### src/rtl/path_pkg.sv
// Shared helpers for the round-robin arbitrated path.
package path_pkg;

    localparam int MAX_CH  = 64;
    localparam int MAX_CHW = 6;

    // Next channel after own (cyclically, own excluded) with valid set; own+1 when none is valid.
    function automatic logic [MAX_CHW-1:0] rr_next(
        input logic [MAX_CHW-1:0] own,
        input logic [MAX_CH-1:0]  valid_vec,
        input int                 nch
    );
        int idx;
        logic found;
        logic [MAX_CHW-1:0] pick;
        idx = int'(own) + 1;
        if (idx >= nch) idx = idx - nch;
        pick  = MAX_CHW'(idx);
        found = 1'b0;
        for (int i = 1; i < MAX_CH; i++) begin
            if (i < nch) begin
                idx = int'(own) + i;
                if (idx >= nch) idx = idx - nch;
                if (!found && valid_vec[idx]) begin
                    pick  = MAX_CHW'(idx);
                    found = 1'b1;
                end
            end
        end
        return pick;
    endfunction

endpackage

### src/rtl/path_fifo.sv
// Synchronous FIFO of any depth with a combinational head and registered occupancy.
module path_fifo #(
    parameter int  WIDTH = 10,
    parameter int  DEPTH = 8,
    localparam int PW    = $clog2(DEPTH),
    localparam int LW    = $clog2(DEPTH + 1)
) (
    input  logic             clk,
    input  logic             rst_n,
    input  logic [WIDTH-1:0] wdata,
    input  logic             write_i,
    input  logic             read_i,
    output logic [WIDTH-1:0] rdata,
    output logic             full_o,
    output logic             empty_o,
    output logic [LW-1:0]    level_o
);

    logic [WIDTH-1:0] mem [DEPTH];
    logic [PW-1:0]    wptr;
    logic [PW-1:0]    rptr;
    logic             do_write;
    logic             do_read;

    function automatic logic [PW-1:0] bump(input logic [PW-1:0] p);
        return (p == PW'(DEPTH - 1)) ? '0 : p + PW'(1);
    endfunction

    assign full_o   = (level_o == LW'(DEPTH));
    assign empty_o  = (level_o == '0);
    assign do_read  = read_i & ~empty_o;
    // A write into a full FIFO is only legal when the head leaves in the same cycle.
    assign do_write = write_i & (~full_o | read_i);
    assign rdata    = mem[rptr];

    always_ff @(posedge clk or negedge rst_n) begin
        if (!rst_n) begin
            wptr    <= '0;
            rptr    <= '0;
            level_o <= '0;
        end else begin
            if (do_write) wptr <= bump(wptr);
            if (do_read)  rptr <= bump(rptr);
            level_o <= level_o + LW'(do_write) - LW'(do_read);
        end
    end

    always_ff @(posedge clk) begin
        if (do_write) mem[wptr] <= wdata;
    end

endmodule

### src/rtl/path_rr.sv
// N-channel round-robin merge onto one req/gnt port, with a FIFO and empty-FIFO bypass.
module path_rr
    import path_pkg::*;
#(
    parameter int  DWIDTH  = 8,
    parameter int  FDEPTH  = 8,
    parameter int  NCH     = 4,
    parameter int  QUANTUM = 10,
    localparam int CHW     = $clog2(NCH),
    localparam int LW      = $clog2(FDEPTH + 1)
) (
    input  logic                  clk,
    input  logic                  rst_n,
    input  logic [NCH*DWIDTH-1:0] data_i,
    input  logic [NCH-1:0]        valid_i,
    output logic [NCH-1:0]        stop_o,
    output logic                  req_o,
    input  logic                  gnt_i,
    output logic [DWIDTH-1:0]     data_o,
    output logic [CHW-1:0]        ch_o,
    output logic                  valid_o,
    output logic [LW-1:0]         level_o
);

    localparam int QW = $clog2(QUANTUM + 1);
    localparam int EW = DWIDTH + CHW;

    logic [CHW-1:0]    own;
    logic [CHW-1:0]    nxt;
    logic [QW-1:0]     cnt;
    logic [DWIDTH-1:0] own_data;
    logic [NCH-1:0]    others;
    logic              own_valid;
    logic              others_valid;
    logic              full;
    logic              empty;
    logic              accept;
    logic              bypass;
    logic              write;
    logic              read;
    logic [EW-1:0]     head;
    logic [LW-1:0]     level_nxt;

    assign nxt = CHW'(rr_next(MAX_CHW'(own), MAX_CH'(valid_i), NCH));

    always_comb begin
        own_valid    = valid_i[own];
        own_data     = data_i[own*DWIDTH +: DWIDTH];
        others       = valid_i;
        others[own]  = 1'b0;
        others_valid = |others;
        stop_o       = '1;
        stop_o[own]  = full & ~gnt_i;
        accept       = own_valid & ~(full & ~gnt_i);
        bypass       = empty & gnt_i & accept;
        write        = accept & ~bypass;
        read         = gnt_i & ~empty;
        level_nxt    = level_o + LW'(write) - LW'(read);
    end

    path_fifo #(
        .WIDTH (EW),
        .DEPTH (FDEPTH)
    ) u_fifo (
        .clk     (clk),
        .rst_n   (rst_n),
        .wdata   ({own, own_data}),
        .write_i (write),
        .read_i  (read),
        .rdata   (head),
        .full_o  (full),
        .empty_o (empty),
        .level_o (level_o)
    );

    // cnt counts accepted beats; a stalled owner keeps both its slot and its count.
    always_ff @(posedge clk or negedge rst_n) begin
        if (!rst_n) begin
            own <= '0;
            cnt <= '0;
        end else if (accept) begin
            if (cnt == QW'(QUANTUM - 1)) begin
                cnt <= '0;
                if (others_valid) own <= nxt;
            end else begin
                cnt <= cnt + QW'(1);
            end
        end else if (!own_valid && others_valid) begin
            own <= nxt;
            cnt <= '0;
        end
    end

    always_ff @(posedge clk or negedge rst_n) begin
        if (!rst_n) begin
            valid_o <= 1'b0;
            data_o  <= '0;
            ch_o    <= '0;
            req_o   <= 1'b0;
        end else begin
            valid_o <= read | bypass;
            req_o   <= (|valid_i) | (level_nxt != '0);
            if (bypass) begin
                data_o <= own_data;
                ch_o   <= own;
            end else if (read) begin
                data_o <= head[DWIDTH-1:0];
                ch_o   <= head[EW-1 -: CHW];
            end
        end
    end

endmodule
### config.mk
export PLATFORM = sky130hd
export DESIGN_NAME = path_rr
export DESIGN_NICKNAME = d
export VERILOG_FILES = /design/src/rtl/path_pkg.sv /design/src/rtl/path_fifo.sv /design/src/rtl/path_rr.sv
export SDC_FILE = /design/constraint.sdc
export NUM_CORES = 1
export LEC_CHECK = 0
export BUFFER_PORTS_ARGS = -buffer_cell sky130_fd_sc_hd__buf_2
export CORE_UTILIZATION = 40
export CTS_BUF_LIST = sky130_fd_sc_hd__clkbuf_4
export DETAILED_ROUTE_END_ITERATION = 8
export GPL_TIMING_DRIVEN = 1
export PLACE_DENSITY_LB_ADDON = 0.25
export REMOVE_ABC_BUFFERS = 1
export SKIP_LAST_GASP = 1
export SYNTH_ARGS = -nofsm -noshare
export SYNTH_HDL_FRONTEND = slang
export SYNTH_SLANG_ARGS = --single-unit
### constraint.sdc
create_clock -name clk -period 7.98 [get_ports clk]
set_input_delay 0.798 -clock clk [delete_from_list [all_inputs] [get_ports clk]]
set_output_delay 0.798 -clock clk [all_outputs]
set_load 0.01 [all_outputs]
==> summary.txt <==
STA
  • Layout Skew: 15.0 ps
  • Worst slew pin tran: 1050 ps
  • Fin crit period: 3400 ps
  • Fin Setup TNS: 0 ps
  • Final Max Tran Viols: 0
  • # setup viols final: 0
  • RSZ-0062 raised after global routing: no
  • Final Hold Fails: 0
  • Final Worst Setup Slack: between 4000 and 5000 ps
  • Final period utilization: 0.426
  • FMAX: 294 MHz
  • Slew headroom: 0.298

Routing
  • Detailed-route DRC error count: 0
  • Detail Route Antenna Nets: 0
  • Vias: between 3,000 and 4,000
  • Post-DR wirelength/cell: about 18 um
  • Vias per inst: around 5.3
  • Routed wire length: 11,000 um
  • DRT Pass-1 Iters: 6
  • Initial DRC Count: 178

Clock tree
  • Clock Tree Root: clkbuf_4
  • Reg clk slew, reported paths: 150 ps
  • Htree depth: 3
  • CTS Hold Bufs: 0
  • TritonCTS Buffers: 9
  • Clock Path Buffers: 2
  • Post-CTS setup buffer count: 0
  • Cts repair resizes: 0
  • CTS tree: done
  • Worst-skew pair later-pin latency: roughly 470 ps
  • Clk sinks: approximately 110

Placed design
  • Port Buf Inserts: just under 60
  • Pre-CTS setup slack: roughly 4600 ps
  • RD Place Congestion: 0.748
  • DPL Wire Length: roughly 7300 um

Logic synthesis
  • XOR/XNOR Fraction of Synth Area: 0.0102
  • Netlist Area Pre-Place: a little over 0.005 mm^2
  • Adder-Cell Fraction of Synth Area: 0.0586
  • Post-synthesis sequential area ratio: 0.600
  • Count of flip-flops with a built-in enable after synthesis: 80
  • Synth Area in Compound Gates: 0.0770
  • Ys Warns: 0
  • Yosys cell types: between 40 and 50
  • Synth Instances: approximately 370
  • Largest family of logic cells by synthesized area: multiplexers
  • Async SR Flop Fraction: 0.259
  • #FFs+latches synth: 108
  • Post-synthesis mux area share: 0.144
  • Simple logic cell fraction of the synthesized area: 0.0784
  • Synth Flop Type: edfxtp_1
  • Synth Area per Inst: ~14 um^2

Worst setup path
  • Worst setup SP type: register
  • Critical Path Max Stage Delay: around 1000 ps
  • Worst EP arrival: between 3000 and 4000 ps
  • WP data required: approximately 8300 ps
  • CP Max Fanout: 25
  • Critical Setup Path Class: register to register
  • Crit path cell chain: mux4_2, and3_1, clkinv_4, ha_1, inv_1, ha_1, inv_1, fa_1, nand2b_1, o22ai_1, nand4_1
  • Critical Path End Type: register
  • Slowest CP cell: dfrtp_1

Outcome
  • Status: finished, final reports clean

Global route
  • Initial antenna violation count: 0
  • Total congestion overflow: 0
  • Vias in the first global route: about 3,300
  • Largest net degree at the start of global routing: 36
  • GRT Total Usage: 0.179
  • First-pass GRT wire length: about 17,000 um

Cells and area
  • Fin nets: 491
  • Antenna diodes: 0
  • P&R area growth vs syn: 12.1%
  • Fillers: ~1,200
  • Ratio of cells with drive above 1 in the final layout: 0.276

Die
  • Die area: approximately 0.013 mm^2
  • # IOs: between 50 and 60
  • Initial Utilization: 0.410
  • Chip width: about 120 um
  • Die height: 116 um
  • Core area: ~0.013 mm^2
  • Std-Cell Rows: 41

Power
  • Pwr per Cell Area: 377 mW/mm^2
  • Max IR drop VDD: 195 uV
  • P_leak: 2.23 nW

Hold path
  • Min-Delay Path Class: input port to async pin

Run
  • Max Cap Viol: 0
## Yosys cell counts, types with 2 or more instances
master / instances / share of area
mux2i_1: 19 / 0.037
a31oi_1: 5 / 0.0061
mux2_2: 15 / 0.033
xnor2_1: 2 / 0.0034
nor2_1: 10 / 0.0073
or3_1: 4 / 0.0048
a22oi_1: 4 / 0.0058
o22ai_1: 4 / 0.0048
mux4_2: 17 / 0.074
a21o_1: 3 / 0.0044
o21ai_0: 21 / 0.020
buf_4: 2 / 0.0029
inv_1: 17 / 0.012
nor3_1: 6 / 0.0058
o311ai_0: 2 / 0.0034
a21boi_0: 4 / 0.0058
nand2_1: 30 / 0.022
fa_1: 2 / 0.0077
dfrtp_1: 28 / 0.14
nand4_1: 3 / 0.0036
nand3b_1: 3 / 0.0044
clkbuf_1: 6 / 0.0044
nand2b_1: 8 / 0.0097
nor4_1: 2 / 0.0024
a211oi_1: 2 / 0.0029
buf_2: 6 / 0.0058
edfxtp_1: 80 / 0.46
ha_1: 21 / 0.051
xor2_1: 4 / 0.0068
buf_6: 2 / 0.0044
o31ai_1: 2 / 0.0029
nand3_1: 7 / 0.0068
a21oi_1: 11 / 0.011
and3_1: 2 / 0.0024
o2111ai_1: 2 / 0.0034
o21bai_1: 2 / 0.0029
## flip-flops by register name, summed over array words and instances (netlist names)
signal,flops
u_fifo.mem,80
data_o,8
cnt,4
u_fifo.level_o,4
u_fifo.rptr,3
u_fifo.wptr,3
ch_o,2
own,2
req_o,1
valid_o,1
## path summary, 6_finish.rpt
kind | endpoint | from | slack [ps] | depth (start not counted)
min in group clk | cnt[2]$_DFFE_PN0N_ | cnt[2]$_DFFE_PN0N_ | 520 | 1
setup / recovery | req_o$_DFF_PN0_ | own[1]$_DFFE_PN0P_ | 4580 | 11
setup reg to reg | req_o$_DFF_PN0_ | own[1]$_DFFE_PN0P_ | 4580 | 11
hold reg to reg | cnt[2]$_DFFE_PN0N_ | cnt[2]$_DFFE_PN0N_ | 520 | 1
max in group asynchronous | own[0]$_DFFE_PN0P_ | rst_n | 7090 | 1
hold / removal | cnt[1]$_DFFE_PN0N_ | rst_n | 380 | 1
## layout make-up
type / instances / area (um^2) / area share
Clock buffer: 11 / 82.6 / 0.0142
Clock inverter: 5 / 60.1 / 0.0104
Inverter: 18 / 72.6 / 0.0125
Multi-Input combinational cell: 225 / 1910 / 0.329
Sequential cell: 108 / 3100 / 0.535
Tap cell: 172 / 215 / 0.0371
Timing Repair Buffer: 67 / 358 / 0.0617
## metrics by stage
step                      cell area (um^2)  total power (W)  hold WS (ps)  utilization  std cells
after CTS                             5800          0.00221           390        0.459        606
after global routing                  5800          0.00235           404        0.459        606
after detailed placement              5660          0.00193           503        0.448        590
after global placement                5660          0.00191           499        0.448        590
final                                 5800          0.00219           383        0.459        606
after floorplan                       5080          0.00162           464            -        351
## cell families after synthesis
kind of cell | Yosys count
xor gates and xnor gates | 6
adders and majority gates | 23
and+or+nand+nor | 81
AOI/OAI and AO/OA | 64
DFF | 108
buffers and inverters | 35
muxes | 51
## layout by cell type (no fill, tap or decap), types with 5 or more instances in the layout
cell type	count
edfxtp_1	80
a31oi_1	5
buf_4	9
dfrtp_1	28
nor2_1	10
buf_2	58
inv_1	17
nor3_1	6
mux2_2	15
mux2i_1	19
nand2b_1	8
clkbuf_4	11
ha_1	21
mux4_2	17
nand2_1	30
a21oi_1	11
nand3_1	7
o21ai_0	21
## worst max-delay path, delay by kind of cell (launching register included)
family,cells,cell delay [ps]
AOI/OAI and AO/OA,1,120
adders and majority gates,3,820
buffers and inverters,3,250
DFF,1,1040
muxes,1,470
and+or+nand+nor,3,580
## per-layer routing
layer	global-route usage	wire, um	vias up
li1	-	-	1515
met1	0.214	4650	1610
met2	0.320	5750	77
met3	0.0377	455	15
met4	0.0590	189	0
met5	0	0	-
## power breakdown
part / switching, W / internal, W
Combinational: 0.000524 / 0.000424
Sequential: 0.000131 / 0.000829
Clock: 0.000175 / 0.000105
Total: 0.000830 / 0.00136
Power figures use the tool's default switching activity.
